**config.mk**
```make
export PLATFORM = sky130hd
export DESIGN_NAME = cnoc_ind_deframer
export DESIGN_NICKNAME = d
export VERILOG_FILES = /design/src/rtl/cnoc_pkg.sv /design/src/rtl/cnoc_out_reg.sv /design/src/rtl/cnoc_ind_deframer.sv
export SDC_FILE = /design/constraint.sdc
export NUM_CORES = 1
export LEC_CHECK = 0
export BUFFER_PORTS_ARGS = -buffer_cell sky130_fd_sc_hd__buf_2
export CAP_MARGIN = 15
export CELL_PAD_IN_SITES_DETAIL_PLACEMENT = 0
export CELL_PAD_IN_SITES_GLOBAL_PLACEMENT = 1
export CORE_MARGIN = 5
export CORE_UTILIZATION = 38
export CTS_CLUSTER_SIZE = 20
export DETAILED_ROUTE_END_ITERATION = 7
export PLACE_DENSITY = 0.84
export SYNTH_ARGS = -nofsm -noshare
export SYNTH_HDL_FRONTEND = slang
export SYNTH_HIERARCHICAL = 1
export SYNTH_SLANG_ARGS = --single-unit
```
**constraint.sdc**
```tcl
create_clock -name CLK -period 2.1 [get_ports CLK]
set_clock_uncertainty 0.05 [all_clocks]
set_input_delay 0.21 -clock CLK [delete_from_list [all_inputs] [get_ports CLK]]
set_output_delay 0.21 -clock CLK [all_outputs]
set_load 0.05 [all_outputs]
```
**src/rtl/cnoc_pkg.sv**
```systemverilog
// Shared definitions for the CNOC indication path: header field layout,
// deframer state encoding and the header word type.
package cnoc_pkg;

  localparam int WORD_W         = 32;
  localparam int HDR_LEN_LSB    = 0;
  localparam int HDR_LEN_W      = 16;
  localparam int HDR_METHOD_LSB = 16;
  localparam int HDR_METHOD_W   = 8;

  typedef enum logic [1:0] {
    ST_IDLE    = 2'd0,
    ST_PAYLOAD = 2'd1,
    ST_DRAIN   = 2'd2
  } deframe_state_t;

  // Header word as produced by the indication serializer; bits [31:24] are unused.
  typedef struct packed {
    logic [7:0]              rsvd;
    logic [HDR_METHOD_W-1:0] method;
    logic [HDR_LEN_W-1:0]    len;
  } cnoc_hdr_t;

endpackage

```
**src/rtl/cnoc_out_reg.sv**
```systemverilog
// One-entry valid/ready output holding register for deframed payload words.
module cnoc_out_reg
  import cnoc_pkg::*;
(
  input  logic                    CLK,
  input  logic                    RST_N,
  input  logic                    load,
  input  logic [WORD_W-1:0]       load_data,
  input  logic [HDR_METHOD_W-1:0] load_method,
  input  logic                    load_last,
  input  logic                    out_ready,
  output logic [WORD_W-1:0]       out_data,
  output logic [HDR_METHOD_W-1:0] out_method,
  output logic                    out_last,
  output logic                    out_valid
);

  // The caller only asserts load when the slot is empty or being drained this cycle.
  always_ff @(posedge CLK or negedge RST_N) begin
    if (!RST_N) begin
      out_data   <= '0;
      out_method <= '0;
      out_last   <= 1'b0;
      out_valid  <= 1'b0;
    end else if (load) begin
      out_data   <= load_data;
      out_method <= load_method;
      out_last   <= load_last;
      out_valid  <= 1'b1;
    end else if (out_valid && out_ready) begin
      out_valid  <= 1'b0;
    end
  end

endmodule

```
**src/rtl/cnoc_ind_deframer.sv**
```systemverilog
// Splits the upstream indication word stream into header + payload messages.
// Optional saturating error counter enabled by CNOC_DEFRAME_ERRCNT_EN.
//
// state   | meaning
// IDLE    | next upstream word is a header
// PAYLOAD | forwarding payload words of an accepted message
// DRAIN   | discarding payload words of an oversize message
module cnoc_ind_deframer
  import cnoc_pkg::*;
#(
  parameter int MAX_PAYLOAD = 16
) (
  input  logic        CLK,
  input  logic        RST_N,
  input  logic [31:0] ind_first,
  input  logic        ind_rdy,
  output logic        EN_ind_deq,
  output logic [31:0] out_data,
  output logic [7:0]  out_method,
  output logic        out_last,
  output logic        out_valid,
  input  logic        out_ready,
  output logic        frame_err,
  output logic [15:0] msg_count,
  output logic [7:0]  err_count
);

  localparam logic [HDR_LEN_W-1:0] LEN_MAX = HDR_LEN_W'(MAX_PAYLOAD + 1);

  deframe_state_t          state;
  logic [15:0]             remaining;
  logic [HDR_METHOD_W-1:0] method_q;
  logic [HDR_LEN_W-1:0]    hdr_len;
  logic [HDR_METHOD_W-1:0] hdr_method;
  logic                    load;

  assign hdr_len    = ind_first[HDR_LEN_LSB +: HDR_LEN_W];
  assign hdr_method = ind_first[HDR_METHOD_LSB +: HDR_METHOD_W];

  always_comb begin
    EN_ind_deq = 1'b0;
    case (state)
      ST_IDLE:    EN_ind_deq = ind_rdy;
      ST_PAYLOAD: EN_ind_deq = ind_rdy && (!out_valid || out_ready);
      ST_DRAIN:   EN_ind_deq = ind_rdy;
      default:    EN_ind_deq = 1'b0;
    endcase
  end

  assign load = (state == ST_PAYLOAD) && EN_ind_deq;

  always_ff @(posedge CLK or negedge RST_N) begin
    if (!RST_N) begin
      state     <= ST_IDLE;
      remaining <= '0;
      method_q  <= '0;
      frame_err <= 1'b0;
    end else begin
      frame_err <= 1'b0;
      case (state)
        ST_IDLE: begin
          if (ind_rdy) begin
            remaining <= hdr_len - 16'd1;
            method_q  <= hdr_method;
            if (hdr_len <= 16'd1) begin
              frame_err <= 1'b1;
            end else if (hdr_len > LEN_MAX) begin
              frame_err <= 1'b1;
              state     <= ST_DRAIN;
            end else begin
              state     <= ST_PAYLOAD;
            end
          end
        end
        ST_PAYLOAD, ST_DRAIN: begin
          if (EN_ind_deq) begin
            remaining <= remaining - 16'd1;
            if (remaining == 16'd1) state <= ST_IDLE;
          end
        end
        default: state <= ST_IDLE;
      endcase
    end
  end

  always_ff @(posedge CLK or negedge RST_N) begin
    if (!RST_N) begin
      msg_count <= '0;
    end else if (out_valid && out_ready && out_last) begin
      msg_count <= msg_count + 16'd1;
    end
  end

`ifdef CNOC_DEFRAME_ERRCNT_EN
  always_ff @(posedge CLK or negedge RST_N) begin
    if (!RST_N) begin
      err_count <= '0;
    end else if (frame_err && (err_count != 8'hFF)) begin
      err_count <= err_count + 8'd1;
    end
  end
`else
  assign err_count = '0;
`endif

  cnoc_out_reg u_out_reg (
    .CLK         (CLK),
    .RST_N       (RST_N),
    .load        (load),
    .load_data   (ind_first),
    .load_method (method_q),
    .load_last   (remaining == 16'd1),
    .out_ready   (out_ready),
    .out_data    (out_data),
    .out_method  (out_method),
    .out_last    (out_last),
    .out_valid   (out_valid)
  );

endmodule

```
Word level (Yosys, flattened, before mapping)

Index checks and enable logic that the tools add are counted.

Add/subtract/negate cells: 3
$lt $le $gt $ge: 2
Eq/ne operators: 7
Multiplexer cells: 16
Reduce and logical (&&, ||, !) cells: 14

Operators by type and width:

| kind                                                                    | number |
|---|---|
| 16-bit 2-to-1 mux                                                       | 2 |
| 16-bit one-hot mux with 2 select lines                                  | 1 |
| 16-bit by 1-bit subtractor with 16-bit output (second input constant)   | 2 |
| 16-bit by 1-bit adder with 16-bit output (second input constant)        | 1 |
| 16-bit by 1-bit == test with 1-bit output (second input constant)       | 1 |
| 16-bit by 5-bit > comparator with 1-bit output (second input constant)  | 1 |
| 16-bit by 1-bit <= comparator with 1-bit output (second input constant) | 1 |
| 2-bit 2-to-1 mux                                                        | 5 |
| 1-bit 2-to-1 mux                                                        | 6 |
| 2-bit != test (second input constant)                                   | 3 |
| 1-bit logical AND                                                       | 4 |
| 2-bit one-hot mux with 2 select lines                                   | 1 |
| 4-bit AND reduction                                                     | 1 |
| 2-bit nonzero test                                                      | 2 |
| 2-bit OR reduction                                                      | 2 |
| 3-bit AND reduction                                                     | 1 |
| 2-bit by 1-bit == test with 1-bit output (second input constant)        | 1 |
| 2-bit == test (second input constant)                                   | 1 |
| 2-bit zero test                                                         | 1 |
| 2-bit by 1-bit != test with 1-bit output (second input constant)        | 1 |
| 1-bit one-hot mux with 2 select lines                                   | 1 |
| 2-bit AND reduction                                                     | 1 |
| 1-bit zero test                                                         | 1 |
| 1-bit logical OR                                                        | 1 |

Register bits: 85
Output and inout port bits: 68
Word-level logic and storage cells: 51

Depth between registers and ports, before layout

Gate-level depths: netlist of run 1.

Depth in word-level cells: 6
Gate-level depth with buffers: 9
Depth with buffers taken out: 7

By module

Netlist of run 1, hierarchy kept.

By module, submodules not included:

| module            | instances | cells an instance | area each (um2) | sequential area each (um2) |
|---|---|---|---|---|
| cnoc_ind_deframer | 1         | 273               | 2612.5          | 1076.0 |
| cnoc_out_reg      | 1         | 90                | 1761.7          | 1051.0 |

Least setup slack after synthesis of run 1

No wires, ideal clock.

Kind: reg-to-reg
Start point: reg state[0]
End point: reg u_out_reg.out_data[0]
Data arrival time: 2429 ps
Setup slack: -504 ps
Cell stages (with the launch flop): 10
Path buffers: 2
Period minus slack after synthesis: 2604 ps
Cells stage by stage: dfrtp_1 > inv_1 > ha_1 > o21a_1 > a31oi_1 > nor2_1 > and2_1 > buf_6 > buf_12 > mux2_4

Cells in the longest elaborated chain, start to end: 4
Elaborated cells between the ends (all ways): 6
Those cells by class: eq/ne (2); mux (1); reduce/logical (3)

RTL lines:

| what                                             | RTL line                | text |
|---|---|---|
| from (decl)                                      | cnoc_ind_deframer.sv:30 | `deframe_state_t state;` |
| from (signal assigned)                           | cnoc_ind_deframer.sv:54 | `state <= ST_IDLE;` |
| from (signal assigned)                           | cnoc_ind_deframer.sv:69 | `state <= ST_DRAIN;` |
| from (signal assigned)                           | cnoc_ind_deframer.sv:71 | `state <= ST_PAYLOAD;` |
| 2-bit == test or 2-bit zero test (tied branches) | cnoc_ind_deframer.sv:42 | `case (state)` |
| 2-bit OR reduction (no source line)              | --                      |  |
| 1-bit one-hot mux with 2 select lines (*)        | cnoc_ind_deframer.sv:42 |  |
| via EN_ind_deq                                   | cnoc_ind_deframer.sv:17 | `output logic EN_ind_deq,` |
| 1-bit logical AND (*)                            | cnoc_ind_deframer.sv:50 | `assign load = (state == ST_PAYLOAD) && EN_ind_deq;` |
| via load                                         | cnoc_ind_deframer.sv:35 | `logic load;` |
| to (signal assigned)                             | cnoc_out_reg.sv:26      | `out_data <= load_data;` |
| to (decl)                                        | cnoc_out_reg.sv:12      | `output logic [WORD_W-1:0] out_data,` |

The timed path passes the listed nets; every way through them passes the cells marked *.
A chain may end at the register's enable or synchronous reset.

Worst setup path in the final report of run 1

Start point: reg remaining[1]
End point: reg state[1]

Cells in the longest elaborated chain, start to end: 3

RTL lines:

| what                                                      | RTL line                | text |
|---|---|---|
| from (decl)                                               | cnoc_ind_deframer.sv:31 | `logic [15:0] remaining;` |
| from (signal assigned)                                    | cnoc_ind_deframer.sv:63 | `remaining <= hdr_len - 16'd1;` |
| from (signal assigned)                                    | cnoc_ind_deframer.sv:77 | `remaining <= remaining - 16'd1;` |
| 16-bit by 1-bit == test with 1-bit output                 | cnoc_ind_deframer.sv:78 | `if (remaining == 16'd1) state <= ST_IDLE;` |
| 2-bit by 1-bit != test with 1-bit output (no source line) | --                      |  |
| 4-bit AND reduction (no source line)                      | --                      |  |
| to (signal assigned)                                      | cnoc_ind_deframer.sv:71 |  |
| to (signal assigned)                                      | cnoc_ind_deframer.sv:78 |  |
| to (signal assigned)                                      | cnoc_ind_deframer.sv:81 | `default: state <= ST_IDLE;` |

No other way between the ends.

==> results of run 1 <==
## worst min path at each step
stage / startpoint / endpoint / slack (ns) / cells past startpoint
finish: ind_first[26] / u_out_reg/out_data[26] / 0.05 / 2
global route: ind_first[26] / u_out_reg/out_data[26] / 0.05 / 2
CTS: ind_first[26] / u_out_reg/out_data[26] / 0.04 / 2
detailed placement: RST_N / remaining[8] / 0.24 / 1
global placement: RST_N / remaining[7] / 0.24 / 1
floorplan: RST_N / frame_err / -0.14 / 0
## what timing repair did
| item | 4_1_cts | 5_1_grt |
|---|---|---|
| pin swaps | 2 | 6 |
| resized for setup | 7 | 12 |
| endpoints found under the setup margin | 5 | 9 |
| cloned | 0 | 0 |
| setup buffers | 0 | 1 |
| hold buffers | 1 | 0 |
| hold endpoints to repair | 47 | 0 |
## cell usage in the layout (no fill, tap or decap), drive strengths merged, types with 2 or more instances in the layout
master	instances
a21o	2
a21oi	14
a221o	3
a221oi	3
a31o	3
a31oi	3
and2	4
and3	5
and4	3
buf	154
bufinv	2
clkbuf	11
conb	8
dfrtp	85
ha	9
inv	10
mux2	51
mux2i	3
nand2	15
nand2b	2
nand3	8
nand4	6
nor2	19
nor3	11
nor4	6
o21ai	11
o22ai	5
o31a	3
or2	5
or3	3
or3b	3
or4	6
xnor2	18
xor2	9
## metrics by stage
step	setup TNS (ns)	cells	area (um2)	power, mW
after detailed placement	-0.529	643	5420	3.92
after global routing	-0.290	660	5840	6.11
final	0	660	5840	5.76
after global placement	-0.411	643	5420	3.86
after CTS	-0.0436	659	5780	5.67
after floorplan	-3.05	370	4480	3.15
## layout make-up
cell class                 count  share of cell area (%)
clock buffer                  11                    4.16
clock inverter                 4                    1.24
inverter                      10                   0.643
multi-input combinational    252                    37.6
sequential                    85                    36.4
tap                          143                    3.06
timing repair buffer         155                    16.9
## power breakdown
group	total, mW	switching [mW]	internal [mW]
sequential	2.06	0.174	1.89
clock	1.68	0.619	1.07
combinational	2.01	1.05	0.959
## metal layers
metal / vias to the layer above / wire length [um] / GRT usage [%]
li1: 1602 / - / -
met1: 1648 / 4620 / 21.7
met4: 0 / 178 / 5.89
met5: - / 0 / 0
met2: 117 / 5150 / 25.0
met3: 18 / 770 / 5.24
## sequential cells by signal, indices dropped and copies added (netlist names)
name and flops:
frame_err 1, method_q 8, msg_count 16, remaining 16, state 2, u_out_reg/out_data 32, u_out_reg/out_last 1, u_out_reg/out_method 8
u_out_reg/out_valid 1
## logic make-up (layout without fill, tap and decap cells)
family | after synthesis | after routing | share of synthesized area [%]
compound gates | 57 | 57 | 8.87
xor+xnor | 27 | 27 | 5.41
flops | 85 | 85 | 48.6
simple gates | 97 | 97 | 12.1
mux | 54 | 54 | 17.2
buf+inv | 33 | 180 | 5.21
other cells | 1 | 8 | 0.0857
fa+ha+maj | 9 | 9 | 2.57
==> metrics.txt, run 1 <==
status finished clean; Num CTS Buffers 9; crit path to state[1]; share of cells above drive strength 1 49.5%; drt pass-1 iters 4; crit path cell chain inv_2, buf_6, ha_4, nand2b_1, or4_4, o41ai_4, o21ai_2, a22o_2; ant diodes 0; htree depth 3; hold slack 0.0498 ns; Std-Cell Rows 39; Reg clk slew, reported paths 0.06 ns; Synth-to-Final Area Change 33.5%; latest clock arrival within the worst-skew pair 0.34 ns; routed wire length 10.7 mm; Reg area 0.00213 mm2; Final Hold Vio Count 0; Period minus WS final 2.10 ns; GR Util All Layers 16.3%; most common cell in the netlist dfrtp_1; Root Buffer clkbuf_16; CP Depth 8; Setup CP Type flip-flop to flip-flop; number of global-route vias before repair 3,566; post-synth top area cell dfrtp_1; crit path buf inv count 2; routed length per instance 16.2 um; I/O Buffers 95; relative slew slack 56.0%; clk buf depth 2; # IOs 104; Iteration-0 DRC Markers 167; Clock Sinks 85; unrepaired setup endpoints after global routing true; #FFs+latches synth 85; Slew @ Worst Pin 0.661 ns; Hold Path Class primary input to flip-flop; asr flop ratio synth 100%; initial antenna violation count 0; maxcap violations 0; largest cells by area after synthesis dfrtp_1 (49%), mux2_4 (13%), xnor2_1 (3.6%), mux2_2 (3.1%), ha_1 (2.6%); filler cell count 978; Worst R2R Start remaining[1]; Post-layout nets 558; core area 0.0114 mm2; Overflow after GRT 0; most frequent cells after synthesis dfrtp_1 (85), mux2_4 (39), nor2_1 (19), xnor2_1 (18), nand2_1 (15); WP data arrival 2.27 ns; worst r2r dst state[1]; setup ws final 0.00395 ns; global-route wire length before repair 17.6 mm; CP Max Fanout 3; Post-DRT Antenna Nets 0; Die Wd 117 um; worst path required time 2.28 ns; pin count of the biggest net entering global routing 51; starting density of the core 38.5%; die area 0.0138 mm2; Warnings, synthesis 6; synthesized area per cell 12.1 um2; HPWL Detailed 8.10 mm; multi-input logic area 0.00219 mm2; fin crit share 99.8%; Worst setup EP type flip-flop; drt drc 0; Synth Flop Type dfrtp_1; Vias 3,385; post-synthesis sequential area ratio 48.6%; cell family with most CP delay compound AO/OA/AOI/OAI gates; vias per inst 5.13; worst r2r path cells 8; Critical Path Source Type flip-flop; Slowest-stage cell, CP or4_4; GP Congestion 0.843; Distinct cells, synth 49; Static Leak 2.92 nW; Die Y 117 um; number of flops mapped to enable cells by yosys 0; Critical path origin remaining[1]; post-layout util 51.4%; CTS tree done; Yosys top cell area share 48.6%; Max Freq 0.477 GHz; Max rail drop VDD 0.000631 V; FF-to-FF setup slack 0.004 ns; CP max stage delay 0.51 ns; Setup Viol. Count Final 0; pwr/cell area 986 mW/mm2; DP Worst Slack -0.220 ns; Pins Over Slew Limit 0; Cells after Synth 363; Syn Std Cell Area 0.00437 mm2
Note: power is estimated with default switching activity, not from simulation.
==> run 2, diff against run 1 <==
Settings changed: SETUP_SLACK_MARGIN set to 0.05.
==> run 2 against run 1 <==
  * The flow now finishes with violations (setup timing)
  * Final cell count is 0.45% higher
  * Combinational power grew 7%
  * Sequential power is essentially flat
  * Register-to-register slack got worse by 0.05 ns
  * Critical path type unchanged
  * Critical endpoint unchanged
  * Largest cell class unchanged
==> metrics.txt, run 2 (synthesized netlist as in run 1, its figures left out) <==
Reg clk slew, reported paths 0.07 ns (about the same); fin crit share 102% (+2.3 points); htree depth 3 (unchanged); multi-input logic area 0.00229 mm2 (+4.3%); Static Leak 2.94 nW (+0.77%); number of global-route vias before repair 3,601 (+0.98%); die area 0.0138 mm2 (unchanged); HPWL Detailed 7.90 mm (-2.4%); global-route wire length before repair 18.1 mm (+2.7%); starting density of the core 38.5% (unchanged); Synth-to-Final Area Change 34.8%; most frequent cells in the layout buf_2 (93), dfrtp_1 (85), buf_4 (55); Slew @ Worst Pin 0.604 ns (-0.0565 ns); # IOs 104 (unchanged); Pins Over Slew Limit 0 (unchanged); Std-Cell Rows 39 (unchanged); Hold Path Stages 2 (unchanged); CTS tree done; routed wire length 11.3 mm (+5.7%); GP Congestion 0.876 (+3.9%); Max Freq 0.466 GHz (-2.2%); WP data arrival 2.32 ns (+0.05 ns); initial antenna violation count 0 (unchanged); Worst setup EP type flip-flop; Overflow after GRT 0 (unchanged); pwr/cell area 989 mW/mm2 (+0.35%); Top reg by flops u_out_reg/out_data; filler cell count 1,012 (+3.5%); core area 0.0114 mm2 (unchanged); routed length per instance 17.1 um (+5.3%); met1 WL 5.07 mm (+9.9%); status complete, but fails checks; Die Wd 117 um (unchanged); Critical Path Source Type flip-flop; DR WL met2 5.31 mm (+3.1%); Max rail drop VDD 0.000517 V (-18%); Num CTS Buffers 9 (unchanged); Hold Path Class primary input to flip-flop; drt drc 0 (unchanged); failing checks setup timing; Clock Sinks 85 (unchanged); Setup CP Type flip-flop to flip-flop; post-layout util 51.9% (+0.48 points); hold slack 0.0534 ns (+0.00351 ns); Post-DRT Antenna Nets 0 (unchanged); most common cell after layout, fill and taps aside buf_2; pin count of the biggest net entering global routing 47 (-7.8%); relative slew slack 59.7% (+3.8 points); share of cells above drive strength 1 51.0% (+1.4 points); unrepaired setup endpoints after global routing true; drt pass-1 iters 4 (unchanged); I/O Buffers 95 (unchanged); ant diodes 0 (unchanged); Die Y 117 um (unchanged); GR Util All Layers 16.9% (+0.54 points); power consumption 5.83 mW (+1.3%); Iteration-0 DRC Markers 125 (-25%); worst r2r path cells 5 (-3); vias per inst 5.14 (+0.28%); Root Buffer clkbuf_16; worst path required time 2.28 ns (about the same); Top Layer Used met4; Vias 3,410 (+0.74%); Post-layout nets 561 (+0.54%); DP Worst Slack -0.213 ns (+0.00690 ns); Period minus WS final 2.14 ns (+0.0477 ns); met3 wire length 726 um (-5.7%); Setup Viol. Count Final 2 (+2); setup ws final -0.0438 ns (-0.0477 ns); CP max stage delay 0.52 ns (about the same); latest clock arrival within the worst-skew pair 0.33 ns (about the same); top flop regs u_out_reg/out_data x32, msg_count x16, remaining x16; Final Hold Vio Count 0 (unchanged); maxcap violations 0 (unchanged); Slowest-stage cell, CP or4_4; clk buf depth 2 (unchanged); Setup Total Neg Slack -0.0858 ns (-0.0858 ns); max reg flops 32 (unchanged); Reg area 0.00213 mm2 (unchanged); CP Max Fanout 2 (-1); crit path cell chain or3_4, or4_4, o41ai_4, o21ai_1, a22o_2
run 2: worst paths after layout:
check	start	end	slack [ns]
max	remaining[6]	state[1]	-0.04
min	ind_first[24]	u_out_reg/out_data[24]	0.05
max reg2reg	remaining[6]	state[1]	-0.04
min reg2reg	msg_count[15]	msg_count[15]	0.42
max in group asynchronous	RST_N	msg_count[3]	1.04
min in group asynchronous	RST_N	u_out_reg/out_data[13]	0.38
run 2: final cells by class:
class                      instances  area share, %
sequential                        85           36.1
clock buffer                       9           3.82
clock inverter                     6           1.19
timing repair buffer             155           16.4
multi-input combinational        255           38.8
tap                              143           3.03
inverter                          10          0.637
run 2: metal layers:
| layer | vias up | track usage (%) |
|---|---|---|
| li1 | 1606 | - |
| met4 | 0 | 6.27 |
| met2 | 110 | 26.0 |
| met3 | 16 | 4.27 |
| met1 | 1678 | 23.0 |
| met5 | - | 0 |
run 2: repair_timing:
item,CTS,global route
hold buffers,1,0
endpoints found under the hold margin,44,0
setup buffers,2,3
resized for setup,16,25
pin swaps,9,8
cloned,3,0
endpoints found under the setup margin,48,23
run 2: metrics by stage:
step / instances / area, um2
final: 663 / 5900
after global placement: 640 / 5360
after detailed placement: 640 / 5360
after global routing: 663 / 5900
after floorplan: 370 / 4490
after CTS: 661 / 5780
run 2: worst max-delay path: cells and delay by family, from the launching register on:
kind	cells	cell delay, ns
flip-flops	1	0.38
AO/OA/AOI/OAI	3	0.69
AND/OR/NAND/NOR	2	0.91
run 2: where the power goes:
group	internal (mW)	switching [mW]
sequential	1.89	0.177
combinational	1.04	1.12
clock	0.928	0.676
==> run 3, diff against run 2 <==
Settings changed: BUFFER_PORTS_ARGS -buffer_cell sky130_fd_sc_hd__buf_2 to not set, CORE_UTILIZATION 38 to 45, DONT_BUFFER_PORTS set to 1, PLACE_DENSITY 0.84 to 0.83.
Clock period 2.1 ns to 1.75 ns, I/O delays scaled along.
==> run 3 against run 2 <==
  * The run ends with hold timing, setup timing left
  * Via count is 5.7% higher
  * Sequential cell count stayed put
  * Fmax is 2.6% lower
  * Hold slack worse by 0.62 ns
  * Die area is 14% lower
  * Sequential share of layout area is 2.6 points lower
  * Worst setup slack worse by 0.41 ns
  * Wire length is 20% higher
  * Register-to-register slack worse by 0.41 ns
  * Global-route usage is 4.4 points higher
  * Final cell count is 4.4% lower
  * Non-clock buffer count is 17 lower
  * Critical endpoint is now state[0]
  * Largest cell class unchanged
==> metrics.txt, run 3 (synthesized netlist as in run 1, its figures left out) <==
relative slew slack 64.8% (+5.1 points); maxcap violations 0 (unchanged); global-route wire length before repair 19.2 mm (+6.4%); Vias 3,606 (+5.7%); routed wire length 13.6 mm (+20%); unrepaired setup endpoints after global routing true; Iteration-0 DRC Markers 204 (+63%); Clk pwr share 20.8% (-6.7 points); setup ws final -0.450 ns (-0.407 ns); CP Max Fanout 2 (unchanged); number of global-route vias before repair 3,711 (+3.1%); # IOs 104 (unchanged); Pint 4.95 mW (+28%); share of cells above drive strength 1 48.1% (-2.9 points); failing checks hold timing, setup timing; Static Leak 2.91 nW (-1.2%); I/O Buffers 0 (-100%); Slew @ Worst Pin 0.527 ns (-0.0766 ns); Area after DPL 0.00513 mm2 (-4.3%); logic gate share of total power 46.6% (+9.5 points); GP Congestion 0.853 (-2.6%); top flop regs u_out_reg/out_data x32, msg_count x16, remaining x16; Max Freq 0.454 GHz (-2.6%); drt pass-1 iters 4 (unchanged); clk buf depth 2 (unchanged); most common cell after layout, fill and taps aside dfrtp_1; Overflow after GRT 0 (unchanged); Synth-to-Final Area Change 45.4%; initial antenna violation count 0 (unchanged); Std-Cell Rows 36 (-7.7%); Reg clk slew, reported paths 0.09 ns (+0.02 ns); max reg flops 32 (unchanged); Post-layout nets 541 (-3.6%); die area 0.0118 mm2 (-14%); pwr/cell area 1210 mW/mm2 (+23%); Worst R2R Start remaining[6]; ant diodes 0 (unchanged); Clock Sinks 85 (unchanged); most frequent cells in the layout dfrtp_1 (84), buf_4 (71), mux2_4 (50); Post-DRT Antenna Nets 0 (unchanged); design area 0.00636 mm2 (+7.9%); Worst setup EP type flip-flop; Num CTS Buffers 9 (unchanged); Top reg by flops u_out_reg/out_data; Sw Ratio 35.9% (+2.1 points); worst path required time 1.96 ns (-0.32 ns); Hold Path Class primary input to asynchronous set/reset pin; Setup Viol. Count Final 69 (+67); cts hold-fix bufs 33 (+32); hold slack -0.569 ns (-0.623 ns); drt drc 0 (unchanged); HPWL Detailed 7.78 mm (-1.5%); Sw Pwr 2.77 mW (+41%); core area 0.00964 mm2 (-15%); Critical Path Source Type flip-flop; Setup CP Type flip-flop to flip-flop; pin count of the biggest net entering global routing 86 (+83%); status complete, but fails checks; Period minus WS final 2.20 ns (+0.0566 ns); routed length per instance 21.4 um (+25%); vias per inst 5.69 (+11%); Flop pwr share 32.7% (-2.7 points); starting density of the core 45.4% (+6.9 points); Final Hold Vio Count 85 (+85); power consumption 7.72 mW (+32%); Die Wd 109 um (-7.4%); fin crit share 126% (+24 points); GR Util All Layers 21.3% (+4.4 points); htree depth 3 (unchanged); Max rail drop VDD 0.000865 V (+67%); WP data arrival 2.41 ns (+0.09 ns); Critical path origin remaining[6]; CTS tree done; Die Y 109 um (-7.4%); latest clock arrival within the worst-skew pair 0.38 ns (+0.05 ns); Root Buffer clkbuf_8; Pins Over Slew Limit 0 (unchanged)
[run 3: cell count changes in the layout (fill, tap and decap cells not counted), sizes merged]
cell | previous run | this run
and2 | 7 | 4
inv | 13 | 12
dlygate4sd3 | 1 | 33
clkinv | 2 | 0
bufinv | 1 | 2
buf | 154 | 104
clkinvlp | 0 | 2
clkbuf | 9 | 11
[run 3: worst max-delay path, cell delays in order, from the launching register on]
cell	delay (ns)
dfrtp_1	0.39
or3_4	0.40
or4_4	0.52
o41ai_4	0.32
o21ai_1	0.17
a32o_1	0.26
[run 3: layout make-up]
type,count,area [um2]
Tap cell,133,166
Clock inverter,6,95.1
Clock buffer,10,128
Inverter,10,37.5
Timing Repair Buffer,138,1320
Multi-Input combinational cell,252,2490
Sequential cell,85,2130
Fill cell,659,3280
[run 3: stage by stage]
stage | utilization, % | std cells | worst slack, ns | setup TNS (ns)
2_1_floorplan | - | 370 | -0.435 | -20.18
4_1_cts | 63.4 | 624 | -0.384 | -11.81
3_5_place_dp | 53.2 | 556 | -0.391 | -10.31
3_3_place_gp | 53.2 | 556 | -0.384 | -8.74
5_1_grt | 66.0 | 634 | -0.498 | -21.69
6_report | 66.0 | 634 | -0.450 | -19.23
[run 3: repair_timing]
action / CTS / global route
cloned: 3 / 1
gates resized for setup: 49 / 48
setup endpoints to repair: 61 / 65
endpoints found under the hold margin: 131 / 85
buffers inserted: 16 / 13
pin swaps: 34 / 28
[run 3: path summary, 6_finish.rpt]
check | end | slack [ns] | cells past startpoint
setup / recovery | state[0] | -0.45 | 5
hold / removal | remaining[14] | -0.57 | 0
setup reg to reg | state[0] | -0.45 | 5
hold reg to reg | msg_count[14] | 0.46 | 1
max in group asynchronous | u_out_reg/out_valid | 2.10 | 0
min in group CLK | remaining[7] | 0.01 | 2
[run 3: power by group through the flow]
stage          registers, mW  logic (mW)  clock network [mW]
2_1_floorplan           2.56        1.39                   0
3_3_place_gp            2.49        2.25                   0
3_5_place_dp            2.52        2.31                   0
4_1_cts                 2.48        2.89                1.60
5_1_grt                 2.55        3.79                1.73
6_report                2.52        3.59                1.60
[run 3: metal layers]
layer | up-vias | GRT usage [%] | part of all wire [%]
met5 | - | 0 | 0
met4 | 0 | 11.2 | 4.0
met3 | 44 | 5.49 | 5.7
met2 | 154 | 36.8 | 52
met1 | 1846 | 24.0 | 39
li1 | 1562 | - | -
